<file path="src/rtl/rf_wr_arb.sv">
// Register-file write-port arbiter: pipeline writeback (P) has fixed priority,
// and the long-latency unit (L) is forced through after STARVE_MAX denied cycles.
// The winner of each valid/ready handshake is registered onto the rf write port.
module rf_wr_arb #(
    parameter int DATA_W     = 32,
    parameter int ADDR_W     = 5,
    parameter int STARVE_MAX = 4
) (
    input  logic              clk,
    input  logic              rst,
    input  logic              p_valid,
    input  logic [ADDR_W-1:0] p_rd,
    input  logic [DATA_W-1:0] p_data,
    output logic              p_ready,
    input  logic              l_valid,
    input  logic [ADDR_W-1:0] l_rd,
    input  logic [DATA_W-1:0] l_data,
    output logic              l_ready,
    output logic              rf_write_e,
    output logic [ADDR_W-1:0] rf_rd,
    output logic [DATA_W-1:0] rf_write_d,
    output logic              l_pri
);
    localparam int CNT_W = $clog2(STARVE_MAX + 1);
    localparam logic [CNT_W-1:0] CNT_MAX = CNT_W'(STARVE_MAX);

    typedef enum logic {PIPE_PRI, LONG_PRI} state_t;

    typedef struct packed {
        logic [ADDR_W-1:0] rd;
        logic [DATA_W-1:0] data;
    } wr_req_t;

    state_t           state, state_nxt;
    logic [CNT_W-1:0] cnt, cnt_nxt;
    logic             grant_p, grant_l;
    wr_req_t          win;

    // Grants, winner mux, starvation count and next state.
    // Reset gates both grants so nothing is accepted during the reset cycle.
    always_comb begin
        grant_p   = 1'b0;
        grant_l   = 1'b0;
        win       = '{rd: p_rd, data: p_data};
        cnt_nxt   = '0;
        state_nxt = state;
        if (!rst) begin
            grant_p = p_valid & ((state == PIPE_PRI) | !l_valid);
            grant_l = l_valid & !grant_p;
        end
        if (grant_l)
            win = '{rd: l_rd, data: l_data};
        // Saturating count of consecutive cycles L was left waiting
        if (l_valid && !grant_l)
            cnt_nxt = (cnt == CNT_MAX) ? cnt : cnt + 1'b1;
        case (state)
            PIPE_PRI: if (cnt_nxt == CNT_MAX) state_nxt = LONG_PRI;
            LONG_PRI: if (grant_l || !l_valid) state_nxt = PIPE_PRI;
            default:  state_nxt = PIPE_PRI;
        endcase
    end

    assign p_ready = grant_p;
    assign l_ready = grant_l;
    assign l_pri   = (state == LONG_PRI);

    // FSM state and starvation counter.
    always_ff @(posedge clk) begin
        if (rst) begin
            state <= PIPE_PRI;
            cnt   <= '0;
        end else begin
            state <= state_nxt;
            cnt   <= cnt_nxt;
        end
    end

    // Register the winning write; x0 transfers are accepted but never written,
    // and the address/data hold their last real write in that case.
    always_ff @(posedge clk) begin
        if (rst) begin
            rf_write_e <= 1'b0;
            rf_rd      <= '0;
            rf_write_d <= '0;
        end else if ((grant_p || grant_l) && (win.rd != '0)) begin
            rf_write_e <= 1'b1;
            rf_rd      <= win.rd;
            rf_write_d <= win.data;
        end else begin
            rf_write_e <= 1'b0;
        end
    end
endmodule

</file>
<file path="config.mk">
export PLATFORM = sky130hd
export DESIGN_NAME = rf_wr_arb
export DESIGN_NICKNAME = d
export VERILOG_FILES = /design/src/rtl/rf_wr_arb.sv
export SDC_FILE = /design/constraint.sdc
export NUM_CORES = 1
export LEC_CHECK = 0
export ABC_AREA = 1
export CORE_MARGIN = 2
export CORE_UTILIZATION = 42
export CTS_BUF_LIST = sky130_fd_sc_hd__clkbuf_4
export CTS_CLUSTER_DIAMETER = 120
export DETAILED_ROUTE_END_ITERATION = 10
export PLACE_DENSITY = 0.89
export SLEW_MARGIN = 20
export SYNTH_ARGS = -nofsm -noshare
export SYNTH_HDL_FRONTEND = slang
export SYNTH_SLANG_ARGS = --single-unit
</file>
<file path="constraint.sdc">
create_clock -name clk -period 1.83 [get_ports clk]
set_clock_uncertainty 0.1 [all_clocks]
set_input_delay 0.2745 -clock clk [delete_from_list [all_inputs] [get_ports clk]]
set_output_delay 0.2745 -clock clk [all_outputs]
set_load 0.005 [all_outputs]
</file>
* Word level (Yosys, flattened, before mapping)
Cells that the tools add are included.
** Operators by class
- Add/subtract/negate cells :: 1
- Equality and inequality tests :: 2
- Muxes and demuxes :: 9
- Bitwise gates (word level) :: 4
- Reduce and logical (&&, ||, !) cells :: 8
** Operator list (count)
- two-way mux 37 bit :: 1
- == test 3 bit (second input constant) :: 2
- two-way mux 3 bit :: 2
- two-way mux 1 bit :: 5
- nonzero test 5 bit :: 1
- adder 3 x 1 -> 3 bit (second input constant) :: 1
- zero test 1 bit :: 3
- bitwise AND 1 bit :: 2
- logical AND 1 bit :: 2
- logical OR 1 bit :: 2
- case mux 1 bit (2 select lines) :: 1
- inverter 1 bit :: 1
- OR 1 bit :: 1
** Storage, ports and cells
- Bits in registers :: 42
- Bits of input ports :: 78
- Word-level logic and storage cells :: 29

* Depth between registers and ports, before layout
Gate-level depths: netlist of the first run.
- Depth in word-level cells :: 12
- Mapped depth :: 13
- Depth with buffers taken out :: 11

* Least setup slack after synthesis of the first run
Ideal clock, no wire load.
- Kind :: input to register
- Start point :: in rst
- End point :: reg rf_write_d[12]
- Setup time :: 113 ps
- Arrival :: 1422 ps
- Setup slack :: 196 ps
- Cell stages on the path :: 13
- Buffers on the path :: 3
- Path through :: buf_4 -> nor2_8 -> nand2_4 -> buf_6 -> nand2_2 -> nand2_1 -> nand2_2 -> inv_1 -> nand2_2 -> buf_4 -> nand3_1 -> nand2_1 -> nor2_1
** On the way
- Word-level cells in the longest chain between the ends :: 4
- Elaborated cells on any way between the ends :: 6
- Those cells by class :: mux (3); reduce/logical (3)
** Ends and longest elaborated chain
- start: declaration :: line 10 : input logic rst,
- two-way mux 1 bit :: line 47 : if (!rst) begin
- two-way mux 37 bit :: line 51 : if (grant_l)
- nonzero test 5 bit :: line 85 : end else if ((grant_p || grant_l) && (win.rd != '0)) begin
- logical AND 1 bit :: line 85
- end signal: assignment :: line 88 : rf_write_d <= win.data;
- end: declaration :: line 21 : output logic [DATA_W-1:0] rf_write_d,
Several ways; a longest one is shown, not always the timed one.
A chain may end at the register's enable or synchronous reset.

* Worst setup path in the final report of the first run
- Start point :: reg state, in the netlist l_pri
- End point :: out l_ready
** On the way
- Word-level cells in the longest chain between the ends :: 6
** Ends and longest elaborated chain
- start: declaration :: line 34 : state_t state, state_nxt;
- start signal: assignment :: line 73 : state <= state_nxt;
- inverter 1 bit
- OR 1 bit :: line 48 : grant_p = p_valid & ((state == PIPE_PRI) | !l_valid);
- bitwise AND 1 bit :: line 48
- zero test 1 bit :: line 49 : grant_l = l_valid & !grant_p;
- bitwise AND 1 bit :: line 49
- two-way mux 1 bit :: line 47
- end: declaration :: line 18 : output logic l_ready,
No other way between the ends.

==> run summary, run 1 <==
RSZ-0062 raised after global routing = no
top post-synthesis cells by area = dfxtp_1 35%, nand2_1 22%, nor2_1 9.2%
Cell Area, Synth = 2390 um^2
Startpoint Class = flop
syn nets = 468
Core ar. = 5510 um^2
final core area utilization = 69.3%
Worst slew margin = 77.6%
met3 usage = 4.52%
worst slew pin tran = 336 ps
Most used DFF post-synth = dfxtp_1
I/O Buffers = 118
clk_lat worst skew = 350 ps
final hold vios = 0
biggest cell delay along the critical path = 340 ps
setup_tns = 0 ps
largest net degree at the start of global routing = 37
crit path DAT = 1370 ps
Clock Tree Buf Depth = 2
critical path class = flop to output pin
status = completed
r2r setup slk = 110 ps
Clock Sinks = 42
cts bufs inserted = 5
Tcrit/Tclk final = 95.2%
min Tclk post-route = 1740 ps
area leader, netlist = dfxtp_1
Placement Cell Area = 3720 um^2
Crit path required time = 1460 ps
drt first-iter violations = 82
final worst slack = 88.2 ps
Top delay family on crit path = buffers and inverters
Worst Reg-to-Reg Cells = 10
Total Routing Usage GR = 21.9%
fraction of registers with async set/reset = 0%
root buf cell = clkbuf_4
Crit-path slowest cell = dfxtp_2
Die Span Y = 79.5 um
Leakage Power = 1.91 nW
vias per cell = 4.50
total power draw = 2.25 mW
Place WS = -387 ps
share of layout cells above drive strength 1 = 10.5%
Min-Delay Endpoint = cnt[0]
CTS tree = built
cts hold-fix bufs = 0
Slew Viols, Final = 0
Hold Path Class = input port to flop
crit path capture type = output pin
Buf/Inv on CP = 2
number of fillers in the final layout = 460
met2 Usage GRT = 41.6%
GRT met1 Usage = 23.7%
Hold Path Cell Cnt = 3
Die Wd = 79.5 um
area share of the largest cell type after synthesis = 35.1%
final WL = 6600 um
share of the yosys chip area belonging to registers = 35.1%
YS warnings = 0
WL/cell = 11.2 um
hold wc startpoint = l_valid
RR Startpoint = l_pri
final hold slack = 284 ps
Worst R2R End = rf_write_d[28]
row cnt = 27
vias in the first global route = 2583
DRC violations left = 0
Antenna Nets Post-Route = 0
maximum clock frequency = 0.574 GHz
initial cell density of the core = 43.5%
DP Wirelength = 4910 um
n_diodes = 0
H-tree depth = 2
Area Growth Syn to Fin = 59.5%
top cells by count, synth = 143 x nand2_1, 59 x nor2_1, 44 x inv_1
EDFF count, synth = 0
global-route wire length before repair = 11100 um
initial antenna violation count = 0
Synth cell types = 30
Power Density = 590 nW/um^2
final instance area = 3820 um^2
Max-cap violations = 0
Vias = 2641
Worst VDD drop = 0.000372 V
TritonRoute pass-1 iters = 4
Cells after Synth = 388
most common cell in the netlist = nand2_1
global route hottest layer = met2
clock slew at reported path FFs = 120 ps
syn avg cell area = 6.17 um^2
final weighted congestion in routability-driven placement = 0.790
Finish-stage setup viols = 0
Congestion Overflow GR = 0
post-route non-filler standard cell count = 587
placed cell count = 577
#FFs+latches synth = 42
Worst Path Max Fanout = 9
die area = 6320 um^2
layout net count = 595
CP cell instances = nand2_1, nand2_4, nand2_4, clkinv_1, dlygate4sd2_1
Crit path top cell by count = nand2_4
I/O Pins = 119
==> cells in the final DEF, fill, tap and decap left out <==
cell type and instances:
nand2_1 143, clkdlybuf4s50_1 114, nor2_1 58, inv_1 44, dfxtp_1 41, nand3_1 39, buf_4 18, nor2_2 10
clkbuf_4 5, nand2_2 4, a21oi_1 4, dlygate4sd2_1 4, inv_2 3, clkinv_1 3, buf_12 3, nand2_4 2
nand3b_1 2, nor4_1 2, ha_1 2, nor2_8 1, o21ai_1 1, nand3_2 1, a21oi_4 1, o21bai_4 1
inv_8 1, xor2_1 1, or2_2 1, nor3_1 1, xnor2_1 1, nand4_1 1, bufinv_16 1, dfxtp_2 1
buf_6 1
==> final cells by class <==
| type | count | area [um^2] | share of cell area [%] |
|---|---|---|---|
| inverter | 50 | 195 | 5.11 |
| clock buffer | 5 | 37.5 | 0.983 |
| tap | 72 | 90.1 | 2.36 |
| clock inverter | 2 | 33.8 | 0.885 |
| sequential | 42 | 842 | 22.1 |
| multi-input combinational | 276 | 1240 | 32.4 |
| timing repair buffer | 140 | 1380 | 36.2 |
==> worst register-to-register path: cells and delay by family, from the launching register on <==
family / cells / cell delay (ps)
flip-flops: 1 / 340
buffers and inverters: 4 / 510
AO/OA/AOI/OAI: 2 / 330
AND/OR/NAND/NOR: 4 / 380
==> sequential cells by signal, summed over array words and instances (netlist names) <==
| register | flops |
|---|---|
| rf_write_d | 32 |
| l_pri | 1 |
| cnt | 3 |
| rf_write_e | 1 |
| rf_rd | 5 |
==> kinds of logic after synthesis <==
group / synth area share [%]
AOI/OAI and AO/OA: 2.19
xor gates and xnor gates: 0.732
adders and majority gates: 1.04
buffers and inverters: 13.6
DFF: 35.1
and+or+nand+nor: 47.3
==> power breakdown <==
| part | switching (mW) | internal, mW |
|---|---|---|
| Clock | 0.289 | 0.276 |
| Combinational | 0.274 | 0.392 |
| Sequential | 0.0382 | 0.983 |
==> worst max path at each step <==
stage / from / endpoint / slack (ps) / cells after the start
2_1_floorplan: rst / rf_write_d[12] / 200 / 13
3_3_place_gp: l_valid / rf_write_d[26] / -290 / 10
3_5_place_dp: l_valid / rf_write_d[28] / -390 / 10
4_1_cts: l_pri / rf_write_d[28] / 3 / 10
5_1_grt: l_pri / rf_write_d[4] / 0.3 / 12
6_report: l_pri / l_ready / 90 / 5
==> what timing repair did <==
action,4_1_cts,5_1_grt
pin swaps,1,2
setup endpoints to repair,6,34
buffers inserted,3,0
hold endpoints to repair,0,0
resized for setup,5,4
==> routing by layer <==
| metal | vias up | part of all wire [%] |
|---|---|---|
| li1 | 1411 | - |
| met1 | 1130 | 40 |
| met2 | 93 | 52 |
| met3 | 7 | 6.8 |
| met4 | 0 | 1.3 |
| met5 | - | 0 |
(Power assumes the default switching activity.)
==> run 2, diff against run 1 <==
--- a/config.mk
+++ b/config.mk
@@ -12,7 +12,6 @@
 export CTS_CLUSTER_DIAMETER = 120
 export DETAILED_ROUTE_END_ITERATION = 10
 export PLACE_DENSITY = 0.89
-export SLEW_MARGIN = 20
 export SYNTH_ARGS = -nofsm -noshare
 export SYNTH_HDL_FRONTEND = slang
 export SYNTH_SLANG_ARGS = --single-unit
==> results of run 2 <==
No change in the layout: final DEF, timing and power equal those of run 1.
